<file path="src/rtl/rr_arbiter_8_pkg.sv">
// Shared constants and state encoding for the 8-way round-robin arbiter.
package rr_arbiter_8_pkg;

  localparam int unsigned N_REQ = 8;
  localparam int unsigned IDX_W = 3;

  typedef enum logic {
    ST_IDLE  = 1'b0,
    ST_GRANT = 1'b1
  } state_e;

endpackage

</file>
<file path="src/rtl/decoder_3to8.sv">
// 3-to-8 one-hot decoder with enable; output is all-zero when disabled.
module decoder_3to8 (
  input  logic [2:0] i,
  input  logic       en,
  output logic [7:0] y
);

  always_comb begin
    y = '0;
    if (en) y[i] = 1'b1;
  end

endmodule

</file>
<file path="src/rtl/rr_arbiter_8.sv">
// 8-requester round-robin arbiter with bounded hold time and preempt pulse on timeout.
module rr_arbiter_8
  import rr_arbiter_8_pkg::*;
#(
  parameter int unsigned MAX_HOLD = 4,
  parameter int unsigned CNT_W    = 8
) (
  input  logic             clk,
  input  logic             rst_n,
  input  logic             en,
  input  logic [N_REQ-1:0] req,
  output logic [N_REQ-1:0] gnt,
  output logic [IDX_W-1:0] gnt_idx,
  output logic             gnt_vld,
  output logic             preempt
);

  state_e           state_q, state_d;
  logic [IDX_W-1:0] gnt_idx_q, gnt_idx_d;
  logic             gnt_vld_q, gnt_vld_d;
  logic             preempt_q, preempt_d;
  logic [CNT_W-1:0] hold_cnt_q, hold_cnt_d;
  logic [IDX_W-1:0] last_ptr_q, last_ptr_d;
  logic [IDX_W:0]   search;
  logic             win_found;
  logic [IDX_W-1:0] win_idx;

  // Returns {found, index}; scans ptr+1 .. ptr+8 so ptr itself is the lowest priority.
  function automatic logic [IDX_W:0] rr_search(input logic [N_REQ-1:0] req_v,
                                                input logic [IDX_W-1:0] ptr);
    logic [IDX_W:0]   res;
    logic [IDX_W-1:0] cand;
    res = '0;
    for (int k = N_REQ; k >= 1; k--) begin
      cand = ptr + IDX_W'(k);
      if (req_v[cand]) res = {1'b1, cand};
    end
    return res;
  endfunction

  assign search    = rr_search(req, last_ptr_q);
  assign win_found = search[IDX_W];
  assign win_idx   = search[IDX_W-1:0];

  always_ff @(posedge clk or negedge rst_n) begin
    if (!rst_n) begin
      state_q    <= ST_IDLE;
      gnt_idx_q  <= '0;
      gnt_vld_q  <= 1'b0;
      preempt_q  <= 1'b0;
      hold_cnt_q <= '0;
      last_ptr_q <= IDX_W'(N_REQ - 1);
    end else begin
      state_q    <= state_d;
      gnt_idx_q  <= gnt_idx_d;
      gnt_vld_q  <= gnt_vld_d;
      preempt_q  <= preempt_d;
      hold_cnt_q <= hold_cnt_d;
      last_ptr_q <= last_ptr_d;
    end
  end

  always_comb begin
    state_d    = state_q;
    gnt_idx_d  = gnt_idx_q;
    gnt_vld_d  = gnt_vld_q;
    preempt_d  = 1'b0;
    hold_cnt_d = hold_cnt_q;
    last_ptr_d = last_ptr_q;
    unique case (state_q)
      ST_IDLE: begin
        gnt_vld_d = 1'b0;
        if (en && win_found) begin
          state_d    = ST_GRANT;
          gnt_vld_d  = 1'b1;
          gnt_idx_d  = win_idx;
          hold_cnt_d = '0;
          last_ptr_d = win_idx;
        end
      end
      ST_GRANT: begin
        if (!en) begin
          state_d   = ST_IDLE;
          gnt_vld_d = 1'b0;
        end else if (!req[gnt_idx_q]) begin
          if (win_found) begin
            gnt_idx_d  = win_idx;
            hold_cnt_d = '0;
            last_ptr_d = win_idx;
          end else begin
            state_d   = ST_IDLE;
            gnt_vld_d = 1'b0;
          end
        end else if (hold_cnt_q == CNT_W'(MAX_HOLD - 1)) begin
          // Holder is still requesting, so the search always finds someone.
          preempt_d  = 1'b1;
          gnt_idx_d  = win_idx;
          hold_cnt_d = '0;
          last_ptr_d = win_idx;
        end else begin
          hold_cnt_d = hold_cnt_q + CNT_W'(1);
        end
      end
      default: state_d = ST_IDLE;
    endcase
  end

  always_comb begin
    gnt_idx = gnt_idx_q;
    gnt_vld = gnt_vld_q;
    preempt = preempt_q;
  end

  decoder_3to8 u_gnt_dec (
    .i  (gnt_idx_q),
    .en (gnt_vld_q),
    .y  (gnt)
  );

endmodule

</file>
<file path="config.mk">
export PLATFORM = sky130hd
export DESIGN_NAME = rr_arbiter_8
export DESIGN_NICKNAME = d
export VERILOG_FILES = /design/src/rtl/rr_arbiter_8_pkg.sv /design/src/rtl/decoder_3to8.sv /design/src/rtl/rr_arbiter_8.sv
export SDC_FILE = /design/constraint.sdc
export NUM_CORES = 1
export LEC_CHECK = 0
export ABC_AREA = 1
export BUFFER_PORTS_ARGS = -buffer_cell sky130_fd_sc_hd__buf_2
export CAP_MARGIN = 5
export CORE_MARGIN = 2
export CORE_UTILIZATION = 30
export CTS_CLUSTER_SIZE = 40
export DETAILED_ROUTE_END_ITERATION = 12
export PLACE_DENSITY = 0.6
export SYNTH_ARGS = -nofsm -noshare
export SYNTH_HDL_FRONTEND = slang
export SYNTH_SLANG_ARGS = --single-unit
</file>
<file path="constraint.sdc">
create_clock -name clk -period 2.5 [get_ports clk]
set_input_delay 0.375 -clock clk [delete_from_list [all_inputs] [get_ports clk]]
set_output_delay 0.375 -clock clk [all_outputs]
set_load 0.005 [all_outputs]
</file>
Word-level counts from Yosys, hierarchy flattened:

Cells that the tools add are included.

* input port bits: 11
* register bits after elaboration: 17

* bitwise gates (word level): 1
* equality and inequality tests: 7
* reductions and logical operators: 5
* magnitude comparators: 10
* multiplexer cells: 54
* $add $sub $neg: 8

Operators by type and width (count)
* $mux 8: 6
* $lt 3x4->1 const B: 9
* $mux 4: 8
* $bmux 1 s3: 9
* $mux 1: 21
* $pmux 8 s2: 1
* $mux 3: 5
* $add 3x3->3 const B: 4
* $add 8x1->8 const B: 1
* $eq 8x2->1 const B: 1
* $add 3x2->3 const B: 2
* $ne 3x3->1 const B: 2
* $pmux 3 s2: 1
* $ne 2x2->1 const B: 2
* $pmux 1 s2: 2
* $reduce_and 4->1: 1
* $add 3x1->3 const B: 1
* $demux 1 s3: 1
* $ge 3x1->1 const B: 1
* $ne 3x1->1 const B: 1
* $ne 3x2->1 const B: 1
* $reduce_and 3->1: 1
* $logic_and 1x1->1: 2
* $reduce_and 2->1: 1
* $not 1->1: 1

Longest topological paths before layout:

* depth in word-level cells: 14
* mapped depth: 18
* gate-level depth less buffers: 17

By module:

From an unflattened synthesis, not the netlist that was laid out.

* cell total of the unflattened synthesis: 254
* area total of the unflattened synthesis: 1634.1 µm²

Modules (own cells, without submodules)
* rr_arbiter_8: cells an instance 237, area an instance 1570.3 µm², instances 1
* decoder_3to8: cells an instance 17, area an instance 63.8 µm², instances 1

Worst setup path after synthesis:

OpenSTA, ideal clock, no wires.

* path kind: flip-flop to flip-flop
* start: reg last_ptr_q[0]
* end: reg hold_cnt_q[0]
* data arrival time: 2.367 ns
* stages on the path, launching flop included: 15
* slack: 0.014 ns
* library setup time: 0.119 ns
* cell sequence: dfstp_2 buf_6 inv_4 buf_8 ha_1 inv_1 nand3_2 nand3_2 nand2_2 nor2_4 nand4_4 nand2_4 inv_2 buf_6 o21a_1

* cells in the longest elaborated chain, start to end: 13
* elaborated cells on any way between the ends: 35
* classes of those cells: 7 x add/sub; 2 x eq/ne; 24 x mux; 2 x reduce/logical

RTL lines
* from (decl): RTL line rr_arbiter_8.sv:23 `logic [IDX_W-1:0] last_ptr_q, last_ptr_d;`
* from (signal assigned): RTL line rr_arbiter_8.sv:52 `last_ptr_q <= IDX_W'(N_REQ - 1);`
* from (signal assigned): RTL line rr_arbiter_8.sv:59 `last_ptr_q <= last_ptr_d;`
* $add 3x3->3 / $bmux 1 s3 (equally long branches): RTL line rr_arbiter_8.sv:35, rr_arbiter_8.sv:36
* $bmux 1 s3 / $mux 1 (equally long branches): RTL line rr_arbiter_8.sv:36 `if (req_v[cand]) res = {1'b1, cand};`
* $mux 1 (not written as such) / $mux 4 (equally long branches): RTL line rr_arbiter_8.sv:36
* $mux 4 (6 in a row): RTL line rr_arbiter_8.sv:36
* $mux 4 (*): RTL line rr_arbiter_8.sv:36
* $logic_and 1x1->1: RTL line rr_arbiter_8.sv:73 `if (en && win_found) begin`
* $ne 2x2->1 (no line)
* $reduce_and 3->1 (no line) (*)
* to (signal assigned): RTL line rr_arbiter_8.sv:58 `hold_cnt_q <= hold_cnt_d;`
* to (decl): RTL line rr_arbiter_8.sv:22 `logic [CNT_W-1:0] hold_cnt_q, hold_cnt_d;`

Every way passes the cells marked *; elsewhere a longest branch is shown, timed or not. The select of a mux whose other input is x is not followed.
A chain may end at the register's enable or synchronous reset.

Worst setup path after layout:

* start: reg last_ptr_q[1]
* end: reg gnt_idx_q[0] (netlist: gnt_idx[0])

* cells in the longest elaborated chain, start to end: 14
* elaborated cells on any way between the ends: 41
* classes of those cells: 7 x add/sub; 2 x eq/ne; 30 x mux; 2 x reduce/logical

RTL lines
* $add 3x3->3 / $bmux 1 s3 (equally long branches): RTL line rr_arbiter_8.sv:35, rr_arbiter_8.sv:36
* $bmux 1 s3 / $mux 1 (equally long branches): RTL line rr_arbiter_8.sv:36
* $mux 1 (not written as such) / $mux 4 (equally long branches): RTL line rr_arbiter_8.sv:36
* $mux 4 (6 in a row): RTL line rr_arbiter_8.sv:36
* $mux 4 (*): RTL line rr_arbiter_8.sv:36
* $mux 3 (on tied branches): RTL line rr_arbiter_8.sv:86, rr_arbiter_8.sv:94
* $mux 3: RTL line rr_arbiter_8.sv:85 `end else if (!req[gnt_idx_q]) begin`
* $mux 3: RTL line rr_arbiter_8.sv:82 `if (!en) begin`
* $pmux 3 s2: RTL line rr_arbiter_8.sv:70 `unique case (state_q)`
* to (signal assigned): RTL line rr_arbiter_8.sv:55 `gnt_idx_q <= gnt_idx_d;`
* to (decl): RTL line rr_arbiter_8.sv:19 `logic [IDX_W-1:0] gnt_idx_q, gnt_idx_d;`

Marked as above.

==> impl_metrics.tcl <==
set metrics [dict create \
    status "complete, no violations" \
    antenna_found_initial 0 \
    synth_top_area_share 0.196 \
    maxCapViolCount 0 \
    crit_path_max_incr_delay_ns 0.56 \
    cts_max_level 1 \
    num_vias 1642 \
    routedWlPerCell_um 11.6 \
    num_antenna_cells 0 \
    chipHeight_um 81.1 \
    synth-edff-count 0 \
    critPathArrivalTime_ns 2.46 \
    cts_tree "built" \
    period_needed_ns 2.31 \
    power_density_nw_per_um2 1470 \
    die_w_um 81.1 \
    critPathKind "register to register" \
    cts_num_sinks 17 \
    path_delay_family "simple AND/OR/NAND/NOR gates" \
    grt_pass1_wl_um 7150 \
    insertion_delay_ns 0.26 \
    drt-total-wl_um 4100 \
    peakVddDrop_v 0.000493 \
    post_cts_buffers 0 \
    start_util 0.305 \
    grt_max_degree 18 \
    root_buffer "clkbuf_8" \
    io_pins 24 \
    yosysWarnings 0 \
    synth_nets 267 \
    hold_class "input pin to asynchronous set/reset pin" \
    via_per_inst 4.64 \
    syn_area_um2 1790 \
    cp.required_ns 2.65 \
    yosysTopAreaCell "dfrtp_1" \
    synth_cells 253 \
    crit_path_frequent_cell "nand3_2" \
    synth-async-reset-ratio 1.00 \
    slew_headroom 0.753 \
    cp_cell_sequence "inv_4, ha_1, inv_1, nand3_2, nand3_2, nand2_2, nor2_4, nand4_4, nand3_2, inv_1, nand2_1, nand2_1" \
    num_rows 28 \
    worstMarginPinSlew_ns 0.370 \
    place_inst 350 \
    setup_viol 0 \
    cp_slowest_cell "dfstp_2" \
    skew_ns 0.00920 \
    cts_buffer_depth 2 \
    gr-usage-all-layers 0.139 \
    drv_slew 0 \
    timing.fmax_ghz 0.433 \
    grt_pass1_vias 1573 \
    synth_seq_cells 17 \
    critPathBufInv 3 \
    ctsHoldBuffers 0 \
    ctsResizeCount 0 \
    clk_pin_slew_ns 0.07 \
    remaining_drc_errors 0 \
    setup_tns_ns 0 \
    synthToLayoutAreaGrowth_pct 13.4 \
    drive_gt1_frac 0.315 \
    hold_violations 0 \
    overflow 0 \
    p_leak_nw 1.08 \
    io_buffer_count 23 \
    hpwlAfterDp_um 3450 \
    yosys_most_used_dff "dfrtp_1" \
    yosysUniqueCellTypes 32 \
    synthTopCellsByArea "dfrtp_1 20%, nand2_1 14%, nand3_2 14%" \
    end_kind "register" \
    rsz0062_at_grt "false" \
    cts-buffers-inserted 3 \
    finalCritPeriodShare 0.924 \
    ys_seq_area_frac 0.240 \
    stdcell_count 354 \
    design.core.area_um2 5850 \
    dr.pass1.iters 4 \
    syn_avg_cell_area_um2 7.06 \
    drt-initial-drc-count 58 \
    dieArea_um2 6580 \
    fin_nets 294 \
    critPathMaxFanout 10 \
    critPathLaunchType "register" \
    antenna_left 0 \
    place_congestion 0.869 \
]
final timing paths:
check / startpoint / endpoint / slack, ns / cells past startpoint
max in group asynchronous: rst_n / last_ptr_q[2]$_DFFE_PN1P_ / 2.16 / 1
setup / recovery: last_ptr_q[1]$_DFFE_PN1P_ / gnt_idx[0]$_DFFE_PN0P_ / 0.19 / 12
hold / removal: rst_n / hold_cnt_q[5]$_DFFE_PN0P_ / 0.02 / 1
setup reg to reg: last_ptr_q[1]$_DFFE_PN1P_ / gnt_idx[0]$_DFFE_PN0P_ / 0.19 / 12
min in group clk: en / preempt$_DFF_PN0_ / 0.44 / 3
hold reg to reg: hold_cnt_q[1]$_DFFE_PN0P_ / hold_cnt_q[1]$_DFFE_PN0P_ / 0.53 / 2
routing by layer:
metal / global-route usage / vias to the layer above / wire length [um]
li1: - / 864 / -
met1: 0.172 / 743 / 1840
met2: 0.248 / 25 / 2070
met3: 0.0144 / 10 / 112
met4: 0.0508 / 0 / 78
met5: 0 / - / 0
state kept, by name (all words and copies together) (netlist names):
register    count
gnt_vld         1
hold_cnt_q      8
state_q         1
last_ptr_q      3
preempt         1
gnt_idx         3
power by group:
group | total (mW) | switching (mW) | internal [mW] | leakage [nW]
logic | 2.30 | 1.50 | 0.801 | 0.842
registers | 0.481 | 0.115 | 0.366 | 0.216
clock network | 0.208 | 0.0955 | 0.112 | 0.0217
metrics by stage:
step | total power, mW | area (um^2) | hold WS, ns | worst slack (ns) | util
2_1_floorplan | 2.34 | 1790 | 0.0794 | 0.0139 | -
3_3_place_gp | 2.78 | 1980 | 0.320 | 0.235 | 0.338
3_5_place_dp | 2.80 | 1980 | 0.317 | 0.185 | 0.338
4_1_cts | 3.02 | 2020 | 0.0360 | 0.168 | 0.346
5_1_grt | 3.35 | 2020 | 0.0502 | 0.0307 | 0.346
6_report | 2.98 | 2020 | 0.0233 | 0.191 | 0.346
synth_stat cells, types with 5 or more instances:
cell / n
nand4_1: 6
o21ai_0: 5
nand3_1: 19
dfrtp_1: 14
xor2_1: 6
nand2_2: 7
nand3_2: 25
inv_1: 36
a21oi_1: 7
nor2_1: 15
nand2_1: 67
nand2_4: 8
kinds of logic (layout without fill, tap and decap cells):
family | Yosys count | after routing | synth area share
flip-flops | 17 | 17 | 0.240
adder cells (fa/ha/maj) | 3 | 3 | 0.0210
AND/OR/NAND/NOR | 158 | 158 | 0.516
AO/OA/AOI/OAI | 20 | 20 | 0.0631
buffers and inverters | 47 | 73 | 0.121
XOR/XNOR | 8 | 8 | 0.0392
worst register-to-register path, cell delays in order, from the launching register on:
cell and delay (ns):
dfstp_2 0.56, inv_4 0.06, ha_1 0.28, inv_1 0.22, nand3_2 0.15, nand3_2 0.12
nand2_2 0.10, nor2_4 0.15, nand4_4 0.13, nand3_2 0.19, inv_1 0.09, nand2_1 0.10
nand2_1 0.06
area by class of cell:
class,instances,area [um^2]
clock inverter,1,7.51
multi-input combinational,189,1140
clock buffer,3,41.3
inverter,41,159
fill,612,3830
timing repair buffer,28,153
tap,75,93.8
sequential,17,429
placed cells by master, fill, tap and decap left out, types with 2 or more instances in the layout:
master / n
o21ai_1: 3
nor2_4: 3
nor2_2: 2
nand2_2: 7
a21oi_1: 7
buf_2: 23
nand2_1: 67
inv_2: 3
ha_1: 3
o211ai_1: 2
dfrtp_1: 14
nand4_1: 6
clkbuf_8: 3
nand3_1: 19
xor2_1: 6
buf_4: 5
nor4_1: 2
xnor2_1: 2
nor2_1: 15
inv_4: 2
inv_1: 36
nor3_1: 2
nand3_2: 25
dfstp_2: 3
o21ai_0: 5
nand2_4: 8
Power figures use the tool's default switching activity.
